==> src/rtl/cb_pkg.sv <==
// Shared types and constants for the contrast/brightness stream controller.
package cb_pkg;

    typedef enum logic [1:0] {
        ST_IDLE  = 2'd0,
        ST_RUN   = 2'd1,
        ST_DRAIN = 2'd2,
        ST_DONE  = 2'd3
    } cb_state_t;

    localparam int PIX_W      = 8;
    localparam int WORD_W     = 32;
    localparam int ALPHA_FRAC = 4;
    localparam logic [7:0] ALPHA_ONE = 8'h10;

endpackage

==> src/rtl/cb_pixel_sat.sv <==
// Single-pixel y = alpha*p + beta with Q4.4 gain and clamp to 0..255.
module cb_pixel_sat
    import cb_pkg::*;
(
    input  logic [7:0] alpha,
    input  logic [8:0] beta,
    input  logic [7:0] pix,
    output logic [7:0] result
);

    logic [2*PIX_W-1:0]      prod;
    logic [11:0]             scaled;
    logic signed [13:0]      sum;

    // Multiply, drop the fractional gain bits, add the offset and clamp.
    // The sum carries one bit beyond the nominal 13 so that the largest
    // gain/offset combinations still clamp high instead of wrapping.
    always_comb begin
        prod   = {8'b0, alpha} * {8'b0, pix};
        scaled = prod[2*PIX_W-1:ALPHA_FRAC];
        sum    = signed'({2'b00, scaled}) + signed'({{5{beta[8]}}, beta});
        result = sum[7:0];
        if (sum[13]) begin
            result = 8'h00;
        end else if (sum[12:8] != 5'd0) begin
            result = 8'hFF;
        end
    end

endmodule

==> src/rtl/cb_stream_ctrl.sv <==
// Frame sequencer: streams frame_words packed pixel words through the
// saturating gain/offset stage into a one-entry output register.
module cb_stream_ctrl
    import cb_pkg::*;
#(
    parameter int CNT_W = 16
) (
    input  logic             clk,
    input  logic             rst,
    input  logic             start,
    input  logic             abort,
    input  logic [7:0]       alpha,
    input  logic [8:0]       beta,
    input  logic [CNT_W-1:0] frame_words,
    input  logic             in_valid,
    input  logic [31:0]      in_data,
    output logic             in_ready,
    output logic             out_valid,
    output logic [31:0]      out_data,
    input  logic             out_ready,
    output logic             busy,
    output logic             done
);

    localparam logic [CNT_W-1:0] CNT_ONE = {{(CNT_W-1){1'b0}}, 1'b1};

    cb_state_t          state_reg, state_next;
    logic [CNT_W-1:0]   count_reg;
    logic [CNT_W-1:0]   words_reg;
    logic [7:0]         alpha_reg;
    logic [8:0]         beta_reg;
    logic               out_valid_reg;
    logic [WORD_W-1:0]  out_data_reg;
    logic [WORD_W-1:0]  result;
    logic               hs_in;
    logic               hs_out;
    logic               last_in;
    logic               start_ok;
    logic               abort_act;

    // Output register can accept a word when empty or being drained this cycle.
    assign in_ready  = (state_reg == ST_RUN) && (!out_valid_reg || out_ready);
    assign hs_in     = in_valid && in_ready;
    assign hs_out    = out_valid_reg && out_ready;
    // words_reg is at least 1 in RUN, so count never passes it and never wraps.
    assign last_in   = hs_in && (count_reg == (words_reg - CNT_ONE));
    assign start_ok  = (state_reg == ST_IDLE) && start && (frame_words != '0);
    assign abort_act = abort && (state_reg != ST_IDLE);

    assign out_valid = out_valid_reg;
    assign out_data  = out_data_reg;
    assign busy      = (state_reg != ST_IDLE);
    assign done      = (state_reg == ST_DONE);

    // Four independent lanes, [31:24] is the first pixel.
    generate
        for (genvar gi = 0; gi < 4; gi++) begin : g_lane
            cb_pixel_sat u_pix (
                .alpha  (alpha_reg),
                .beta   (beta_reg),
                .pix    (in_data[gi*PIX_W +: PIX_W]),
                .result (result[gi*PIX_W +: PIX_W])
            );
        end
    endgenerate

    // State register.
    always_ff @(posedge clk) begin
        if (rst) begin
            state_reg <= ST_IDLE;
        end else begin
            state_reg <= state_next;
        end
    end

    // Next-state logic; abort overrides every transition out of a busy state.
    always_comb begin
        state_next = state_reg;
        case (state_reg)
            ST_IDLE: begin
                if (start) begin
                    state_next = (frame_words != '0) ? ST_RUN : ST_DONE;
                end
            end
            ST_RUN: begin
                if (last_in) begin
                    state_next = ST_DRAIN;
                end
            end
            ST_DRAIN: begin
                if (!out_valid_reg || out_ready) begin
                    state_next = ST_DONE;
                end
            end
            ST_DONE: begin
                state_next = ST_IDLE;
            end
            default: begin
                state_next = ST_IDLE;
            end
        endcase
        if (abort_act) begin
            state_next = ST_IDLE;
        end
    end

    // Frame configuration and input word counter.
    always_ff @(posedge clk) begin
        if (rst) begin
            count_reg <= '0;
            words_reg <= '0;
            alpha_reg <= '0;
            beta_reg  <= '0;
        end else if (abort_act) begin
            count_reg <= '0;
        end else if (start_ok) begin
            count_reg <= '0;
            words_reg <= frame_words;
            alpha_reg <= alpha;
            beta_reg  <= beta;
        end else if (hs_in) begin
            count_reg <= count_reg + CNT_ONE;
        end
    end

    // One-entry output register; a load and an unload in the same cycle
    // simply replace the word.
    always_ff @(posedge clk) begin
        if (rst) begin
            out_valid_reg <= 1'b0;
            out_data_reg  <= '0;
        end else if (abort_act) begin
            out_valid_reg <= 1'b0;
        end else if (hs_in) begin
            out_valid_reg <= 1'b1;
            out_data_reg  <= result;
        end else if (hs_out) begin
            out_valid_reg <= 1'b0;
        end
    end

endmodule
==> config.mk <==
export PLATFORM = sky130hd
export DESIGN_NAME = cb_stream_ctrl
export DESIGN_NICKNAME = d
export VERILOG_FILES = /design/src/rtl/cb_pkg.sv /design/src/rtl/cb_pixel_sat.sv /design/src/rtl/cb_stream_ctrl.sv
export SDC_FILE = /design/constraint.sdc
export NUM_CORES = 1
export LEC_CHECK = 0
export CORE_ASPECT_RATIO = 0.9
export CORE_MARGIN = 4
export CORE_UTILIZATION = 45
export DETAILED_ROUTE_END_ITERATION = 8
export HOLD_SLACK_MARGIN = 0.12
export MAX_ROUTING_LAYER = met4
export PLACE_DENSITY_LB_ADDON = 0.05
export REMOVE_ABC_BUFFERS = 1
export SLEW_MARGIN = 20
export SYNTH_ARGS = -nofsm -noshare
export SYNTH_HDL_FRONTEND = slang
export SYNTH_HIERARCHICAL = 1
export SYNTH_SLANG_ARGS = --single-unit
export TNS_END_PERCENT = 100
==> constraint.sdc <==
create_clock -name clk -period 6.95 [get_ports clk]
set_clock_uncertainty 0.1 [all_clocks]
set_input_delay 2.085 -clock clk [delete_from_list [all_inputs] [get_ports clk]]
set_output_delay 2.085 -clock clk [all_outputs]
set_load 0.005 [all_outputs]
== After elaboration in Yosys (flattened, before gate mapping) ==
Cells that the tools add are included.
Cells by class
  $add $sub $neg: 6
  multipliers: 4
  equality and inequality tests: 7
  mux-type cells: 15
  bitwise logic cells: 1
  reductions and logical operators: 22
Operators with widths (count)
  $mul 8x8->16: 4
  $mux 8: 8
  $add 13x9->14: 4
  $reduce_bool 5->1: 4
  $add 16x1->16 const B: 1
  $eq 16x16->1: 1
  $reduce_bool 16->1: 1
  $sub 16x1->16 const B: 1
  $mux 2: 4
  $pmux 2 s4: 1
  $logic_and 1x1->1: 7
  $ne 2x2->1 const B: 3
  $eq 2x2->1 const B: 2
  $reduce_and 2->1: 2
  $reduce_bool 2->1: 2
  $reduce_and 3->1: 1
  $reduce_or 3->1: 1
  $eq 2x1->1 const B: 1
  $logic_not 2->1: 1
  $mux 1: 2
  $reduce_or 2->1: 1
  $logic_not 1->1: 1
  $logic_or 1x1->1: 1
  $not 1->1: 1
Storage, ports and cells
  bits in registers: 84
  input bits: 71
  output and inout bits: 36
  word-level logic and storage cells: 62

== Longest topological paths before layout ==
Gate-level depths: netlist of run 1.
  word-level depth: 7
  mapped depth: 25
  gate-level depth less buffers: 24

== By module ==
The synthesis of run 1 kept the hierarchy.
Modules (own cells, without submodules)
  cb_pixel_sat at g_lane[0].u_pix ...: times used 2, cells each 336, area an instance 2793.9 um^2, seq. area each 0.0 um^2
  cb_stream_ctrl: times used 1, cells each 471, area an instance 3741.1 um^2, seq. area each 1681.6 um^2
  cb_pixel_sat at g_lane[2].u_pix: times used 1, cells each 345, area an instance 2827.7 um^2, seq. area each 0.0 um^2
  cb_pixel_sat at g_lane[3].u_pix: times used 1, cells each 340, area an instance 2821.5 um^2, seq. area each 0.0 um^2

== Worst setup path after synthesis of run 1 ==
Ideal clock, no wire load.
  path type: input-to-reg
  start: in in_data[12]
  end: reg out_data_reg[10], in the netlist out_data[10]
  library setup time: 132 ps
  arrival: 7189 ps
  data required time: 6718 ps
  slack: -471 ps
  cell stages on the path: 22
  path buffers: 0
  path through: and2_1 > fa_1 > fa_1 > inv_1 > fa_1 > fa_1 > inv_1 > ha_1 > o21ai_0 > a21boi_0 > o21a_1 > o21a_1 > xor2_1 > ha_1 > a21oi_2 > nand3_1 > nand3b_4 > a211o_1 > a2111oi_4 > a31oi_1 > nand2_1 > a21oi_1
On the way
  word-level cells in the longest chain between the ends: 5
RTL lines
  start: declaration: line cb_stream_ctrl.sv:16  | input logic [31:0] in_data,
  $mul 8x8->16 *: line cb_pixel_sat.sv:19  | prod = {8'b0, alpha} * {8'b0, pix};
  $add 13x9->14 *: line cb_pixel_sat.sv:21  | sum = signed'({2'b00, scaled}) + signed'({{5{beta[8]}}, beta});
  $reduce_bool 5->1: line cb_pixel_sat.sv:25  | end else if (sum[12:8] != 5'd0) begin
  $mux 8: line cb_pixel_sat.sv:25
  $mux 8 *: line cb_pixel_sat.sv:23  | if (sum[13]) begin
  named net result[10]: line cb_stream_ctrl.sv:34  | logic [WORD_W-1:0] result;
  end signal: assignment: line cb_stream_ctrl.sv:136  | out_data_reg <= result;
  end: declaration: line cb_stream_ctrl.sv:33  | logic [WORD_W-1:0] out_data_reg;
Mark *: on every way through the listed nets, which the timed path passes. The rest lies on a longest branch.
A chain may end at the register's enable or synchronous reset.

== Worst setup path after layout of run 1 ==
  start: in in_data[2]
  end: reg out_data_reg[5], in the netlist out_data[5]
The elaborated chain is that of the path after synthesis.

==> out/qor.csv, run 1 <==
stage,metric,value,unit
cts,cts.sink_count,84,
global_route,grt_pass1_vias,14300,
status,failed_checks,setup timing,
power,p_leak,9.664,nW
setup_path,cp_max_fo,8,
setup_path,cp_data_required_time,7.07,ns
place,dp_slack,-1.452,ns
cells_and_area,multi_input_area,13520,um^2
hold_path,whs_path_depth,2,
place,io_buffers,106,
routing,drcViolationCount,0,
cts,cts_buffers,9,
logic_synthesis,synth.area.top_cells,"fa_1 20%, ha_1 16%, dfxtp_1 11%, and2_1 9.2%, nand2_1 5.6%",
run,drv_cap,0,
routing,drt_iter0_drc,528,
global_route,grt.total_usage,23.27,%
logic_synthesis,synth_edf_count,0,
logic_synthesis,synth_seq_cells,84,
logic_synthesis,synth_xor_area_share,5.839,%
logic_synthesis,synth_area,14980,um^2
timing,setup_violations,32,
global_route,grt_max_degree,44,
setup_path,r2r_cells,23,
place,place_congestion,0.8697,
setup_path,start_kind,input port,
cells_and_area,seq_area,1682,um^2
floorplan,placement_rows,63,
power,ir_drop,0.0001664,V
routing,viasPerCell,5.215,
hold_path,hp-class,register to register,
status,status,finished with violations,
cells_and_area,layout-drive-gt1-share,28.10,%
timing,max-slew-margin-rel,47.13,%
logic_synthesis,synth_cell_type_count,77,
logic_synthesis,synthMuxAreaShare,0.4511,%
logic_synthesis,yosys.area.top_type_share,19.78,%
cts,root_buffer,clkbuf_16,
global_route,grt_pass1_wl,69280,um
logic_synthesis,synth-simple-area-share,24.75,%
floorplan,die_w,200.3,um
cts,cts_tree,done,
timing,period_needed,7.220,ns
cells_and_area,area_delta_synth_final,36.40,%
place,post-dp-hpwl,32420,um
global_route,antenna_found_initial,0,
timing,period_share,103.9,%
logic_synthesis,yosysMostFrequentCell,nand2_1,
cells_and_area,largest_reg_flops,32,
logic_synthesis,synthCells,1828,
cells_and_area,fill_cells,2963,
logic_synthesis,synthTopCellsByCount,"222 x nand2_1, 220 x and2_1, 199 x inv_1",
timing,slew_violations,0,
floorplan,die_h,181.1,um
cts,clockBufferDepth,2,
logic_synthesis,synth_ff_type,dfxtp_1,
timing,fmax,138.5,MHz
cts,clkTransAtPathRegs,0.07,ns
routing,num_vias,14000,
cts,h-tree-depth,3,
logic_synthesis,ys_seq_area_share,11.23,%
floorplan,ios,107,
timing,tns,-5.907,ns
logic_synthesis,yosys.area.top_type,fa_1,
routing,wire_per_inst,15.32,um
cts,worstSkewPairLatency,0.36,ns
power,powerDensity,301.5,nW/um^2
floorplan,start_util,45.57,%
timing,rsz0062_at_grt,yes,
global_route,overflow,0,
logic_synthesis,yosys_warnings,6,
timing,fin_ws,-0.2702,ns
timing,worst_pin_slew,0.7909,ns
logic_synthesis,synth_fa_ha_area_share,35.65,%
cts,cts_hold_buf,0,
timing,hold_viol_final,0,
routing,routed_wirelength,41130,um
floorplan,dieArea,36270,um^2
logic_synthesis,synth_compound_area_share,16.17,%
logic_synthesis,synth_top_family_by_area,adder cells,
routing,drt_pass1_iterations,5,
setup_path,worstPathArrival,7.34,ns
setup_path,critical_path_class,input port to register,
power,p_total,6.159,mW
logic_synthesis,async_reset_ff_share,0,%
setup_path,crit_path_end_kind,register,
floorplan,core,32870,um^2
cells_and_area,fin_nets,2667,
routing,final_antenna_net_count,0,
logic_synthesis,syn_avg_cell_area,8.194,um^2
cells_and_area,num_antenna_cells,0,
-- where the power goes --
part	switching (mW)	leakage (nW)	internal, mW	total, mW
clock network	0.225	0.138	0.259	0.483
registers	0.120	0.684	0.570	0.689
logic	2.46	8.84	2.53	4.99
total	2.80	9.66	3.36	6.16
-- what timing repair did --
| item | CTS | global route |
|---|---|---|
| pin swaps | 139 | 120 |
| setup buffers | 32 | 14 |
| setup endpoints to repair | 32 | 32 |
| gates resized for setup | 262 | 137 |
-- kinds of logic after synthesis --
group,count (synthesis)
xor+xnor,99
flops,84
mux,6
simple gates,709
buf+inv,232
fa+ha+maj,338
compound gates,360
-- metal layers --
| layer | track usage, % | wire length, um | up-vias |
|---|---|---|---|
| li1 | - | - | 7061 |
| met1 | 30.45 | 19640 | 6751 |
| met2 | 40.27 | 20020 | 164 |
| met3 | 2.172 | 1009 | 27 |
| met4 | 3.771 | 463 | 0 |
| met5 | - | 0 | - |
-- final timing paths --
| path | slack (ns) | startpoint | to |
|---|---|---|---|
| min | 0.35 | out_data[10] | out_data[10] |
| max reg2reg | 0.62 | alpha_reg[5] | out_data[5] |
| max | -0.27 | in_data[2] | out_data[5] |
| min reg2reg | 0.35 | out_data[10] | out_data[10] |
-- through the flow --
stage	std cells	hold slack (ns)	utilization [%]	cell area (um^2)
final	2685	0.3506	62.15	20430
after global routing	2685	0.3731	62.15	20430
after CTS	2672	0.3555	60.02	19730
after detailed placement	2625	0.3478	56.91	18710
after global placement	2625	0.3415	56.91	18710
after floorplan	1795	0.3420	-	14840
-- critical path, cell delays in order --
cell	delay, ns
buf_8	0.10
buf_6	0.11
and2_1	0.17
fa_1	0.50
fa_1	0.57
fa_1	0.44
fa_1	0.45
ha_1	0.22
buf_4	0.15
nor3_1	0.22
nor2_1	0.10
buf_4	0.14
a21oi_1	0.13
nor2_1	0.06
ha_1	0.40
nand3_2	0.14
nand3_1	0.12
nand3b_4	0.13
buf_4	0.12
o2111ai_2	0.14
a2111oi_4	0.40
buf_6	0.19
a31oi_1	0.09
nand2_1	0.11
a21oi_2	0.06
-- final cells by class --
type / count / share of cell area, %
Clock buffer: 10 / 1.170
Clock inverter: 6 / 0.2572
Inverter: 199 / 3.656
Multi-Input combinational cell: 1512 / 66.16
Sequential cell: 84 / 8.231
Tap cell: 422 / 2.585
Timing Repair Buffer: 452 / 17.94
-- cells in the final DEF, fill, tap and decap left out, types with 17 or more instances in the layout --
cell type / netlist / layout
a21o_1: 19 / 19
a21oi_1: 139 / 113
a21oi_2: 4 / 29
a31oi_1: 40 / 30
and2_1: 220 / 193
and2_4: 1 / 28
buf_4: 0 / 328
buf_6: 0 / 23
clkdlybuf4s50_1: 0 / 73
dfxtp_1: 84 / 84
fa_1: 148 / 129
fa_2: 0 / 19
ha_1: 190 / 153
ha_4: 0 / 24
inv_1: 199 / 195
nand2_1: 222 / 217
nand3_1: 28 / 23
nand4_1: 17 / 17
nor2_1: 98 / 88
xnor2_1: 53 / 50
xor2_1: 45 / 44
No activity file was read; power rests on OpenSTA's default activity.
==> inputs of run 2 (changes only) <==
--- a/config.mk
+++ b/config.mk
@@ -5,11 +5,12 @@
 export SDC_FILE = /design/constraint.sdc
 export NUM_CORES = 1
 export LEC_CHECK = 0
+export CAP_MARGIN = 0
 export CORE_ASPECT_RATIO = 0.9
-export CORE_MARGIN = 4
+export CORE_MARGIN = 2
 export CORE_UTILIZATION = 45
 export DETAILED_ROUTE_END_ITERATION = 8
-export HOLD_SLACK_MARGIN = 0.12
+export HOLD_SLACK_MARGIN = 0.15
 export MAX_ROUTING_LAYER = met4
 export PLACE_DENSITY_LB_ADDON = 0.05
 export REMOVE_ABC_BUFFERS = 1
==> run 2 against run 1 <==
The run still ends with setup timing left. Combinational power up 6.8%. Global-route usage rose by 0.76 points. Critical path depth down 3. Critical path type unchanged. Register-to-register slack lost 0.17 ns. Sequential cell count is the same. First-iteration DRC count grew 8.0%. Routed wire length is 1.2% higher. Design area grew 3.8%. Die area fell by 4.2%. Via count grew 0.26%.
==> out/qor.csv, run 2 (synthesized netlist as in run 1, its figures left out) <==
stage,metric,value,unit,change
floorplan,core,32870,um^2,unchanged
place,place_area,18740,um^2,+0.20%
setup_path,critical_path.cell_chain,"buf_4, and2_4, fa_1, fa_1, fa_1, fa_2, ha_4, or2_2, a21oi_2, a21oi_2, buf_4, xor2_1, ha_2, nand2_1, o21ai_1, nor4_1, a211o_1, nor4_4, buf_4, a31oi_1, nand2_1, a21oi_2",,
setup_path,crit_path_end_kind,register,,
timing,max-slew-margin-rel,42.10,%,-5.0 points
cells_and_area,largest_reg_flops,32,,unchanged
place,io_buffers,106,,unchanged
routing,routed.top_layer,met4,,
place,post-dp-hpwl,32560,um,+0.42%
place,dp_slack,-1.451,ns,+0.0006700 ns
floorplan,placement_rows,63,,unchanged
cts,cts_hold_buf,0,,unchanged
routing,wire_per_inst,15.43,um,+0.70%
run,drv_cap,0,,unchanged
setup_path,cp_max_fo,7,,-1
cts,cts_tree,done,,
global_route,grt.total_usage,24.03,%,+0.76 points
setup_path,critical_path_class,input port to register,,
floorplan,start_util,45.57,%,unchanged
cells_and_area,layout_common_cells,"327 x buf_4, 203 x nand2_1, 183 x and2_1",,
setup_path,worstPathArrival,7.37,ns,+0.03 ns
routing,viasPerCell,5.206,,-0.18%
routing,drt-met1-wl,20200,um,+2.9%
cells_and_area,mostFrequentLayoutCell,buf_4,,
place,place_inst,2630,,+0.19%
place,place_congestion,0.8756,,+0.68%
cells_and_area,layout-drive-gt1-share,31.75,%,+3.6 points
power,ir_drop,0.0001429,V,-14%
timing,slew_violations,0,,unchanged
power,powerDensity,309.7,nW/um^2,+2.7%
cells_and_area,final_area,21200,um^2,+3.8%
cts,clockBufferDepth,2,,unchanged
setup_path,max_stage_delay,0.62,ns,+0.05 ns
cts,cts_buffers,9,,unchanged
timing,worst_pin_slew,0.8673,ns,+0.07647 ns
routing,routed_wirelength,41600,um,+1.2%
floorplan,ios,107,,unchanged
routing,wl_met2,19680,um,-1.7%
status,status,finished with violations,,
setup_path,worst-path-buf-inv,3,,-3
cts,root_buffer,clkbuf_16,,
setup_path,start_kind,input port,,
timing,period_needed,7.289,ns,+0.06859 ns
cts,cts.sink_count,84,,unchanged
timing,period_share,104.9,%,+0.99 points
routing,drt_pass1_iterations,4,,-1
power,p_leak,9.849,nW,+1.9%
routing,wl_met3,1174,um,+16%
cts,worstSkewPairLatency,0.34,ns,-0.02 ns
global_route,grt_pass1_wl,66990,um,-3.3%
routing,final_antenna_net_count,0,,unchanged
setup_path,cp_top_family,adder cells,,
global_route,overflow,0,,unchanged
cts,h-tree-depth,3,,unchanged
hold_path,hp-class,register to register,,
timing,whs,0.3539,ns,+0.003269 ns
timing,rsz0062_at_grt,yes,,
global_route,antenna_found_initial,0,,unchanged
global_route,grt_max_degree,67,,+52%
timing,fin_ws,-0.3388,ns,-0.06859 ns
setup_path,cp_data_required_time,7.04,ns,-0.03 ns
timing,fmax,137.2,MHz,-0.94%
timing,hold_viol_final,0,,unchanged
timing,tns,-7.287,ns,-1.381 ns
status,failed_checks,setup timing,,
cells_and_area,fin_nets,2678,,+0.41%
timing,setup_violations,32,,unchanged
setup_path,r2r_setup_slack,0.45,ns,-0.17 ns
floorplan,die_w,196.3,um,-2.0%
setup_path,crit_slowest_cell,fa_2,,
cells_and_area,fin_cells,2697,,+0.45%
routing,drcViolationCount,0,,unchanged
floorplan,die_h,177.1,um,-2.2%
floorplan,dieArea,34760,um^2,-4.2%
global_route,grt_pass1_vias,13930,,-2.6%
cells_and_area,area_delta_synth_final,41.53,%,
routing,drt_iter0_drc,570,,+8.0%
routing,num_vias,14040,,+0.26%
cts,clkTransAtPathRegs,0.07,ns,about the same
run 2: changes by cell type in the layout (fill, tap and decap cells not counted), sizes merged:
cell,delta
inv,-1
dlygate4sd2,-3
bufinv,+2
buf,+13
dlymetal6s2s,+2
diode,+1
clkinvlp,-1
clkbuf,-1
run 2: layer usage:
metal  vias to the layer above  global-route usage [%]
met2                       207                   39.36
li1                       7088                       -
met5                         -                       -
met1                      6715                   33.26
met3                        30                   1.353
met4                         0                   4.419
run 2: layout make-up:
type	instances	area (um^2)
Multi-Input combinational cell	1512	14030
Fill cell	2848	11670
Timing Repair Buffer	463	3884
Sequential cell	84	1682
Inverter	199	747.0
Tap cell	422	528.0
Clock buffer	10	229.0
Clock inverter	6	93.84
Antenna cell	1	2.502
run 2: through the flow:
step                      total power [mW]  util, %
final                                6.565    64.49
after floorplan                      3.304        -
after CTS                            5.787    59.96
after global placement               4.955    57.02
after global routing                 7.166    64.48
after detailed placement             5.007    57.02
run 2: tightest hold or removal path, cell delays in order, from the launching register on:
cell,delay [ns]
dfxtp_1,0.31
nand2_1,0.05
a21oi_1,0.05
run 2: report_power, final:
part	switching [mW]	total (mW)	internal, mW	leakage, nW
Combinational	2.63	5.33	2.70	9.01
Sequential	0.139	0.709	0.570	0.684
Clock	0.203	0.522	0.319	0.154
Total	2.97	6.56	3.59	9.85
run 2: path summary, 6_finish.rpt:
check,from,to,cells after the start
max,in_data[21],out_data[23],22
min,out_data[31],out_data[31],2
max reg2reg,alpha_reg[2],out_data[7],24
min reg2reg,out_data[31],out_data[31],2
run 2: what timing repair did:
action                     CTS  global route
setup buffers               30            25
setup endpoints to repair   32            32
pin swaps                  117           181
gates resized for setup    211           328
